## src/rtl/cu_pkg.sv

```systemverilog
`default_nettype none
// ============================================================================
// Module      : cu_pkg
// Description : Shared opcode encodings, FSM state type and opcode decode
//               helper for the accumulator-CPU control unit.
// Revision    : 1.0 - initial release
// ============================================================================
package cu_pkg;

    // Opcodes 0..OP_ALU_MAX are forwarded to the ALU unchanged
    localparam logic [5:0] OP_ALU_MAX = 6'd17;
    localparam logic [5:0] OP_LOAD    = 6'd18;
    localparam logic [5:0] OP_STORE   = 6'd19;
    localparam logic [5:0] OP_PUSH    = 6'd20;
    localparam logic [5:0] OP_POP     = 6'd21;
    localparam logic [5:0] OP_INP     = 6'd26;
    localparam logic [5:0] OP_OUT     = 6'd27;
    localparam logic [5:0] OP_BRZ     = 6'd32;
    localparam logic [5:0] OP_BRN     = 6'd33;
    localparam logic [5:0] OP_BRC     = 6'd34;
    localparam logic [5:0] OP_BRO     = 6'd35;
    localparam logic [5:0] OP_BRA     = 6'd36;
    localparam logic [5:0] OP_JMP     = 6'd37;
    localparam logic [5:0] OP_RET     = 6'd38;

    typedef enum logic [1:0] {
        ST_IDLE      = 2'd0,
        ST_ALU_WAIT  = 2'd1,
        ST_PUSH_WAIT = 2'd2,
        ST_POP_WAIT  = 2'd3
    } cu_state_e;

    // True for every opcode that has a defined meaning
    function automatic logic op_is_defined(input logic [5:0] op);
        logic ok;
        ok = 1'b0;
        if (op <= OP_POP)                      ok = 1'b1;
        else if (op == OP_INP || op == OP_OUT) ok = 1'b1;
        else if (op >= OP_BRZ && op <= OP_RET) ok = 1'b1;
        return ok;
    endfunction

endpackage : cu_pkg
`default_nettype wire

```

## src/rtl/cu_seq_if.sv

```systemverilog
`default_nettype none
// ============================================================================
// Module      : cu_seq_if
// Description : Instruction, ALU, stack and redirect signals of the control
//               unit. The slave modport is the control unit's view; master is
//               the surrounding fetch/datapath view.
// Revision    : 1.0 - initial release
// ============================================================================
interface cu_seq_if #(
    parameter int DW = 16,
    parameter int AW = 10
);
    logic          instr_valid;
    logic          instr_ready;
    logic [15:0]   instruction;
    logic [DW-1:0] imm;
    logic [AW-1:0] pc;
    logic          fl_zero;
    logic          fl_negative;
    logic          fl_carry;
    logic          fl_overflow;
    logic          alu_enable;
    logic [5:0]    alu_opcode;
    logic [DW-1:0] term1;
    logic [DW-1:0] term2;
    logic          alu_done;
    logic [DW-1:0] alu_out;
    logic          push_req;
    logic [DW-1:0] push_data;
    logic          push_done;
    logic          pop_req;
    logic          pop_done;
    logic [DW-1:0] pop_out;
    logic          out_valid;
    logic [DW-1:0] out_data;
    logic          branch;
    logic [AW-1:0] pc_out;
    logic          done;
    logic          illegal_op;

    modport slave (
        input  instr_valid, instruction, imm, pc,
               fl_zero, fl_negative, fl_carry, fl_overflow,
               alu_done, alu_out, push_done, pop_done, pop_out,
        output instr_ready, alu_enable, alu_opcode, term1, term2,
               push_req, push_data, pop_req, out_valid, out_data,
               branch, pc_out, done, illegal_op
    );

    modport master (
        output instr_valid, instruction, imm, pc,
               fl_zero, fl_negative, fl_carry, fl_overflow,
               alu_done, alu_out, push_done, pop_done, pop_out,
        input  instr_ready, alu_enable, alu_opcode, term1, term2,
               push_req, push_data, pop_req, out_valid, out_data,
               branch, pc_out, done, illegal_op
    );

endinterface : cu_seq_if
`default_nettype wire

```

## src/rtl/cu_regfile.sv

```systemverilog
`default_nettype none
// ============================================================================
// Module      : cu_regfile
// Description : NREG x DW index register file, one synchronous write port,
//               one combinational read port, asynchronous active-low reset.
// Revision    : 1.0 - initial release
// ============================================================================
module cu_regfile #(
    parameter  int DW   = 16,
    parameter  int NREG = 2,
    localparam int RW   = $clog2(NREG)
) (
    input  wire logic          clk,
    input  wire logic          rst_b,
    input  wire logic          we_i,
    input  wire logic [RW-1:0] waddr_i,
    input  wire logic [DW-1:0] wdata_i,
    input  wire logic [RW-1:0] raddr_i,
    output logic      [DW-1:0] rdata_o
);

    logic [DW-1:0] regs_q [NREG];

    // Register storage: cleared on reset, single write per cycle
    always_ff @(posedge clk or negedge rst_b) begin
        if (!rst_b) begin
            for (int i = 0; i < NREG; i++) begin
                regs_q[i] <= '0;
            end
        end else if (we_i) begin
            regs_q[waddr_i] <= wdata_i;
        end
    end

    // NREG is a power of two, so every index value addresses a real register
    assign rdata_o = regs_q[raddr_i];

endmodule : cu_regfile
`default_nettype wire

```

## src/rtl/cu_seq.sv

```systemverilog
`default_nettype none
// ============================================================================
// Module      : cu_seq
// Description : Sequential control unit for the accumulator CPU. Accepts one
//               instruction at a time, owns acc / lr / index registers and
//               sequences multi-cycle ALU and stack operations.
//               Optional feature macro: CU_TRAP_EN (undefined opcodes pulse
//               illegal_op together with done).
// Revision    : 1.0 - initial release
// ============================================================================
module cu_seq
    import cu_pkg::*;
#(
    parameter  int DW   = 16,
    parameter  int AW   = 10,
    parameter  int NREG = 2,
    localparam int RW   = $clog2(NREG)
) (
    input wire logic clk,
    input wire logic rst_b,
    cu_seq_if.slave  bus
);

    cu_state_e     state_q, state_d;
    logic [DW-1:0] acc_q, acc_d;
    logic [AW-1:0] lr_q, lr_d;
    logic [5:0]    opcode_q, opcode_d;
    logic [DW-1:0] term1_q, term1_d;
    logic [DW-1:0] term2_q, term2_d;
    logic [DW-1:0] push_data_q, push_data_d;
    logic [DW-1:0] out_data_q, out_data_d;
    logic [AW-1:0] pc_out_q, pc_out_d;
    logic          done_q, done_d;
    logic          branch_q, branch_d;
    logic          out_valid_q, out_valid_d;

    logic          w_accept;
    logic [5:0]    w_op;
    logic [RW-1:0] w_idx;
    logic          w_rf_we;
    logic [DW-1:0] w_rf_rdata;
    logic          w_unused_instr;

    assign w_op     = bus.instruction[15:10];
    assign w_idx    = bus.instruction[9 -: RW];
    assign w_accept = bus.instr_valid && (state_q == ST_IDLE);

    // Instruction bits below the register index carry no meaning here
    assign w_unused_instr = ^bus.instruction[9-RW:0];

    cu_regfile #(
        .DW   (DW),
        .NREG (NREG)
    ) u_regfile (
        .clk     (clk),
        .rst_b   (rst_b),
        .we_i    (w_rf_we),
        .waddr_i (w_idx),
        .wdata_i (acc_q),
        .raddr_i (w_idx),
        .rdata_o (w_rf_rdata)
    );

`ifdef CU_TRAP_EN
    logic illegal_q, illegal_d;
`endif

    // FSM state register
    always_ff @(posedge clk or negedge rst_b) begin
        if (!rst_b) begin
            state_q <= ST_IDLE;
        end else begin
            state_q <= state_d;
        end
    end

    // Next state, datapath updates and retire pulses
    always_comb begin
        state_d     = state_q;
        acc_d       = acc_q;
        lr_d        = lr_q;
        opcode_d    = opcode_q;
        term1_d     = term1_q;
        term2_d     = term2_q;
        push_data_d = push_data_q;
        out_data_d  = out_data_q;
        pc_out_d    = pc_out_q;
        done_d      = 1'b0;
        branch_d    = 1'b0;
        out_valid_d = 1'b0;
        w_rf_we     = 1'b0;
`ifdef CU_TRAP_EN
        illegal_d   = 1'b0;
`endif

        case (state_q)
            ST_IDLE: begin
                if (w_accept) begin
                    opcode_d = w_op;
                    if (w_op <= OP_ALU_MAX) begin
                        term1_d = acc_q;
                        term2_d = w_rf_rdata;
                        state_d = ST_ALU_WAIT;
                    end else begin
                        // Single-cycle ops retire next cycle unless overridden
                        done_d = 1'b1;
                        case (w_op)
                            OP_LOAD:  acc_d   = w_rf_rdata;
                            OP_STORE: w_rf_we = 1'b1;
                            OP_PUSH: begin
                                push_data_d = acc_q;
                                state_d     = ST_PUSH_WAIT;
                                done_d      = 1'b0;
                            end
                            OP_POP: begin
                                state_d = ST_POP_WAIT;
                                done_d  = 1'b0;
                            end
                            OP_INP:   acc_d = bus.imm;
                            OP_OUT: begin
                                out_data_d  = acc_q;
                                out_valid_d = 1'b1;
                            end
                            OP_BRZ: begin
                                branch_d = bus.fl_zero;
                                pc_out_d = bus.imm[AW-1:0];
                            end
                            OP_BRN: begin
                                branch_d = bus.fl_negative;
                                pc_out_d = bus.imm[AW-1:0];
                            end
                            OP_BRC: begin
                                branch_d = bus.fl_carry;
                                pc_out_d = bus.imm[AW-1:0];
                            end
                            OP_BRO: begin
                                branch_d = bus.fl_overflow;
                                pc_out_d = bus.imm[AW-1:0];
                            end
                            OP_BRA: begin
                                branch_d = 1'b1;
                                pc_out_d = bus.imm[AW-1:0];
                            end
                            OP_JMP: begin
                                branch_d = 1'b1;
                                pc_out_d = bus.imm[AW-1:0];
                                lr_d     = bus.pc;
                            end
                            OP_RET: begin
                                branch_d = 1'b1;
                                pc_out_d = lr_q;
                            end
                            default: begin
`ifdef CU_TRAP_EN
                                illegal_d = !op_is_defined(w_op);
`else
                                // Undefined opcodes retire as NOP
                                done_d = 1'b1;
`endif
                            end
                        endcase
                    end
                end
            end
            ST_ALU_WAIT: begin
                if (bus.alu_done) begin
                    acc_d   = bus.alu_out;
                    done_d  = 1'b1;
                    state_d = ST_IDLE;
                end
            end
            ST_PUSH_WAIT: begin
                if (bus.push_done) begin
                    done_d  = 1'b1;
                    state_d = ST_IDLE;
                end
            end
            ST_POP_WAIT: begin
                if (bus.pop_done) begin
                    acc_d   = bus.pop_out;
                    done_d  = 1'b1;
                    state_d = ST_IDLE;
                end
            end
            default: state_d = ST_IDLE;
        endcase
    end

    // Architectural registers, latched operands and registered pulses
    always_ff @(posedge clk or negedge rst_b) begin
        if (!rst_b) begin
            acc_q       <= '0;
            lr_q        <= '0;
            opcode_q    <= '0;
            term1_q     <= '0;
            term2_q     <= '0;
            push_data_q <= '0;
            out_data_q  <= '0;
            pc_out_q    <= '0;
            done_q      <= 1'b0;
            branch_q    <= 1'b0;
            out_valid_q <= 1'b0;
        end else begin
            acc_q       <= acc_d;
            lr_q        <= lr_d;
            opcode_q    <= opcode_d;
            term1_q     <= term1_d;
            term2_q     <= term2_d;
            push_data_q <= push_data_d;
            out_data_q  <= out_data_d;
            pc_out_q    <= pc_out_d;
            done_q      <= done_d;
            branch_q    <= branch_d;
            out_valid_q <= out_valid_d;
        end
    end

`ifdef CU_TRAP_EN
    // Trap pulse register, only present when trapping is built in
    always_ff @(posedge clk or negedge rst_b) begin
        if (!rst_b) begin
            illegal_q <= 1'b0;
        end else begin
            illegal_q <= illegal_d;
        end
    end
    assign bus.illegal_op = illegal_q;
`else
    assign bus.illegal_op = 1'b0;
`endif

    // Requests are levels derived from the wait state, so reset drops them
    assign bus.instr_ready = (state_q == ST_IDLE);
    assign bus.alu_enable  = (state_q == ST_ALU_WAIT);
    assign bus.push_req    = (state_q == ST_PUSH_WAIT);
    assign bus.pop_req     = (state_q == ST_POP_WAIT);
    assign bus.alu_opcode  = opcode_q;
    assign bus.term1       = term1_q;
    assign bus.term2       = term2_q;
    assign bus.push_data   = push_data_q;
    assign bus.out_valid   = out_valid_q;
    assign bus.out_data    = out_data_q;
    assign bus.branch      = branch_q;
    assign bus.pc_out      = pc_out_q;
    assign bus.done        = done_q;

endmodule : cu_seq
`default_nettype wire
```

## src/flat_wrapper.sv

```systemverilog
// flat-port wrapper written by rule: the top's interface ports become plain ports
module cu_seq_flat import cu_pkg::*;
#(
    parameter  int DW   = 16,
    parameter  int AW   = 10,
    parameter  int NREG = 2,
    localparam int RW   = $clog2(NREG)
)
  (clk, rst_b, bus_instr_valid, bus_instruction, bus_imm, bus_pc, bus_fl_zero, bus_fl_negative, bus_fl_carry, bus_fl_overflow, bus_alu_done, bus_alu_out, bus_push_done, bus_pop_done, bus_pop_out, bus_instr_ready, bus_alu_enable, bus_alu_opcode, bus_term1, bus_term2, bus_push_req, bus_push_data, bus_pop_req, bus_out_valid, bus_out_data, bus_branch, bus_pc_out, bus_done, bus_illegal_op);
  cu_seq_if #(.DW(DW), .AW(AW)) bus_i ();
  input wire logic clk;
  input wire logic rst_b;
  input wire logic [$bits(bus_i.instr_valid)-1:0] bus_instr_valid;
  input wire logic [$bits(bus_i.instruction)-1:0] bus_instruction;
  input wire logic [$bits(bus_i.imm)-1:0] bus_imm;
  input wire logic [$bits(bus_i.pc)-1:0] bus_pc;
  input wire logic [$bits(bus_i.fl_zero)-1:0] bus_fl_zero;
  input wire logic [$bits(bus_i.fl_negative)-1:0] bus_fl_negative;
  input wire logic [$bits(bus_i.fl_carry)-1:0] bus_fl_carry;
  input wire logic [$bits(bus_i.fl_overflow)-1:0] bus_fl_overflow;
  input wire logic [$bits(bus_i.alu_done)-1:0] bus_alu_done;
  input wire logic [$bits(bus_i.alu_out)-1:0] bus_alu_out;
  input wire logic [$bits(bus_i.push_done)-1:0] bus_push_done;
  input wire logic [$bits(bus_i.pop_done)-1:0] bus_pop_done;
  input wire logic [$bits(bus_i.pop_out)-1:0] bus_pop_out;
  output wire logic [$bits(bus_i.instr_ready)-1:0] bus_instr_ready;
  output wire logic [$bits(bus_i.alu_enable)-1:0] bus_alu_enable;
  output wire logic [$bits(bus_i.alu_opcode)-1:0] bus_alu_opcode;
  output wire logic [$bits(bus_i.term1)-1:0] bus_term1;
  output wire logic [$bits(bus_i.term2)-1:0] bus_term2;
  output wire logic [$bits(bus_i.push_req)-1:0] bus_push_req;
  output wire logic [$bits(bus_i.push_data)-1:0] bus_push_data;
  output wire logic [$bits(bus_i.pop_req)-1:0] bus_pop_req;
  output wire logic [$bits(bus_i.out_valid)-1:0] bus_out_valid;
  output wire logic [$bits(bus_i.out_data)-1:0] bus_out_data;
  output wire logic [$bits(bus_i.branch)-1:0] bus_branch;
  output wire logic [$bits(bus_i.pc_out)-1:0] bus_pc_out;
  output wire logic [$bits(bus_i.done)-1:0] bus_done;
  output wire logic [$bits(bus_i.illegal_op)-1:0] bus_illegal_op;
  assign bus_i.instr_valid = bus_instr_valid;
  assign bus_i.instruction = bus_instruction;
  assign bus_i.imm = bus_imm;
  assign bus_i.pc = bus_pc;
  assign bus_i.fl_zero = bus_fl_zero;
  assign bus_i.fl_negative = bus_fl_negative;
  assign bus_i.fl_carry = bus_fl_carry;
  assign bus_i.fl_overflow = bus_fl_overflow;
  assign bus_i.alu_done = bus_alu_done;
  assign bus_i.alu_out = bus_alu_out;
  assign bus_i.push_done = bus_push_done;
  assign bus_i.pop_done = bus_pop_done;
  assign bus_i.pop_out = bus_pop_out;
  assign bus_instr_ready = bus_i.instr_ready;
  assign bus_alu_enable = bus_i.alu_enable;
  assign bus_alu_opcode = bus_i.alu_opcode;
  assign bus_term1 = bus_i.term1;
  assign bus_term2 = bus_i.term2;
  assign bus_push_req = bus_i.push_req;
  assign bus_push_data = bus_i.push_data;
  assign bus_pop_req = bus_i.pop_req;
  assign bus_out_valid = bus_i.out_valid;
  assign bus_out_data = bus_i.out_data;
  assign bus_branch = bus_i.branch;
  assign bus_pc_out = bus_i.pc_out;
  assign bus_done = bus_i.done;
  assign bus_illegal_op = bus_i.illegal_op;
  cu_seq #(.DW(DW), .AW(AW), .NREG(NREG)) u_core (.clk(clk), .rst_b(rst_b), .bus(bus_i));
endmodule
```

## config.mk

```make
export PLATFORM = sky130hd
export DESIGN_NAME = cu_seq_flat
export DESIGN_NICKNAME = d
export VERILOG_FILES = /design/src/rtl/cu_pkg.sv /design/src/rtl/cu_seq_if.sv /design/src/rtl/cu_regfile.sv /design/src/rtl/cu_seq.sv /design/src/flat_wrapper.sv
export SDC_FILE = /design/constraint.sdc
export NUM_CORES = 1
export LEC_CHECK = 0
export CORE_MARGIN = 1
export CORE_UTILIZATION = 52
export DETAILED_ROUTE_END_ITERATION = 8
export PLACE_DENSITY = 0.94
export SLEW_MARGIN = 10
export SYNTH_ARGS = -nofsm -noshare
export SYNTH_HDL_FRONTEND = slang
export SYNTH_SLANG_ARGS = --single-unit
```

## constraint.sdc

```tcl
create_clock -name clk -period 5 [get_ports clk]
set_input_delay 0.5 -clock clk [delete_from_list [all_inputs] [get_ports clk]]
set_output_delay 0.5 -clock clk [all_outputs]
set_load 0.02 [all_outputs]
```

==> results.cfg <==
[floorplan]
fp.dieH_um = 113
io_pins = 172
core_area_um2 = 12000
die_w_um = 113
initial_core_util = 0.532
die-area_um2 = 12700
rows = 40

[layout]
nNetsFinal = 743
fillers = 822
fin_area_um2 = 8620
drive_above_1_share = 0.210
multiInputGateArea_um2 = 2600
diodes = 0
instances_no_fill = 819
register_area_um2 = 3580
area_growth_pct = 34.9

[synthesis]
netlist_top_cells_count = 143 x dfrtp_1, 81 x mux2_2, 43 x nand2_1, 35 x a21oi_1, 32 x a2bb2oi_1
async_flop_share = 1.00
synth_top_area_frac = 0.560
synth_edf_count = 0
yosysWarnings = 0
post-synth-top-area-cell = dfrtp_1
synthFlopType = dfrtp_1
syn_area_um2 = 6390
synth.top_cells.by_area = dfrtp_1 56%, mux2_2 14%, a2bb2oi_1 4.4%
syn_nets = 597
synth_seq_area_share = 0.560
avgSynthCellArea_um2 = 12.5
synth_most_common_cell = dfrtp_1
ys_seq_elements = 143
synth_cell_types = 45
syn_inst = 513

[critical_path]
reg2reg_to = u_core.u_regfile.regs_q[31]
end_kind = flip-flop
worstPathBufferInverterCount = 0
cp_slowest_stage_delay_ns = 0.97
critical_path.top_delay_family = simple AND/OR/NAND/NOR gates
worstPathRequired_ns = 5.30
cpMaxStageDelayCell = nor3b_4
timing.rr.start = u_core.state_q[0]
crit_path_start_kind = flip-flop
crit_start = u_core.state_q[0]
cp.depth = 4
path_class = reg -> reg
reg2reg_slack_ns = 1.69
path_max_fanout = 28
reg2regPathDepth = 4
crit_end = u_core.u_regfile.regs_q[31]
critPathArrivalTime_ns = 3.61
cp_cell_sequence = or3b_1, nor3_4, nor3b_4, mux2_2

[clock_network]
cts_setup_buffers = 0
cts-root-buf = clkbuf_16
cts_htree_levels = 4
cts-hold-fix-buffers = 0
cts.sinks = 143
ctsResizeCount = 0
clk_latency_ns = 0.42
numCtsBuffers = 17
cts_tree = yes
clockBufferDepth = 2
cts.reportedPaths.clkPinSlew_ns = 0.06

[power]
peakVddDrop_mv = 0.317
leakagePower_nw = 3.86
p_per_area_nw_per_um2 = 470
power_mw = 4.05

[route]
ant_nets = 0
vias_per_cell = 5.82
routedWlPerCell_um = 20.7
dr.pass1.iters = 4
dr_total_vias = 4764
drc = 0
finalWirelength_um = 16900
drt_iter0_drc = 319

[sta]
fin_setup_tns_ns = 0
hold_viol = 0
timing.final.crit_share = 0.663
tightest_slew_ns = 1.14
rsz0062_at_grt = no
fin_worst_skew_ns = 0.00615
maxSlewHeadroom = 0.238
period_needed_ns = 3.31
fmax_mhz = 302
slew_viol_final = 0
setup_viol = 0

[grt]
grt_max_degree = 82
first_global_vias = 5030
globalRoute.totalOverflow = 0
grt_pass1_wl_um = 26900
gr-usage-all-layers = 0.281
grt_antenna_before_repair = 0

[placed_design]
dp.cells = 786
globalplace.congestion = 0.829
post-dp-hpwl_um = 11400
port_buffers = 161
dpl_cell_area_um2 = 8030

[run_status]
status = finished, final reports clean

[worst_hold_path]
min_path_type = in -> async

[flow_run]
drv_cap = 0
-- registers in the layout, indices dropped and copies added, names as in the netlist --
signal	cells
u_core.bus.done	1
u_core.bus.term2	16
u_core.bus.push_data	16
u_core.acc_q	16
u_core.lr_q	10
u_core.u_regfile.regs_q	32
u_core.bus.out_valid	1
u_core.bus.alu_opcode	6
u_core.bus.term1	16
u_core.state_q	2
u_core.bus.pc_out	10
u_core.bus.out_data	16
u_core.bus.branch	1
-- worst reg2reg max path: cells and delay by family (launching register included) --
kind          cells  cell delay (ns)
flops             1             0.73
simple gates      3             2.03
mux               1             0.43
-- cell type report --
type                            count  area share
Clock buffer                       19      0.0525
Clock inverter                     13      0.0160
Inverter                            5     0.00218
Multi-Input combinational cell    326       0.302
Sequential cell                   143       0.415
Tap cell                          147      0.0213
Timing Repair Buffer              166       0.191
-- kinds of logic (layout without fill, tap and decap cells) --
family / count (synthesis) / after routing / synth area share
AO/OA/AOI/OAI: 118 / 118 / 0.121
buffers and inverters: 44 / 203 / 0.0339
flip-flops: 143 / 143 / 0.560
multiplexers: 120 / 120 / 0.214
other: 1 / 1 / 0.000587
AND/OR/NAND/NOR: 87 / 87 / 0.0707
-- metal layers --
metal  GRT usage  wire length [um]  vias to the layer above
met5           0                 0                        -
met4       0.151               668                        0
met3      0.0616               893                       42
met2       0.467              8480                      169
met1       0.346              6900                     2413
li1            -                 -                     2140
-- stage by stage --
step / hold WS (ns) / worst slack, ns / util
2_1_floorplan: 0.204 / 2.82 / -
3_3_place_gp: 0.465 / 1.70 / 0.668
3_5_place_dp: 0.468 / 1.57 / 0.668
4_1_cts: 0.148 / 1.72 / 0.717
5_1_grt: 0.183 / 1.57 / 0.718
6_report: 0.108 / 1.69 / 0.718
-- power by group --
group | internal (mW) | total (mW) | leakage, nW | switching, mW
Sequential | 1.44 | 1.67 | 1.81 | 0.232
Clock | 0.760 | 1.25 | 0.286 | 0.490
Combinational | 0.605 | 1.14 | 1.76 | 0.531
Total | 2.80 | 4.05 | 3.86 | 1.25
-- cell usage in the layout, fill, tap and decap left out, drive strengths merged, types with 6 or more instances in the layout --
master         instances
buf                    6
a21oi                 36
clkdlybuf4s50        160
inv                    6
o21ai                 29
clkinv                 7
dfrtp                143
clkbuf                19
mux2                  91
nor2                  20
o211ai                17
mux2i                 28
a2bb2oi               32
nand2                 44
-- worst min path at each step --
stage | endpoint | start | cells after the start
after CTS | u_core.bus.term1[10] | rst_b | 1
after detailed placement | u_core.bus.alu_opcode[5] | u_core.bus.alu_opcode[5] | 2
final | u_core.bus.out_data[7] | rst_b | 1
after global placement | u_core.bus.pc_out[8] | u_core.bus.pc_out[8] | 2
after global routing | u_core.bus.out_data[7] | rst_b | 1
after floorplan | u_core.acc_q[0] | rst_b | 0
No activity file was read; power rests on OpenSTA's default activity.
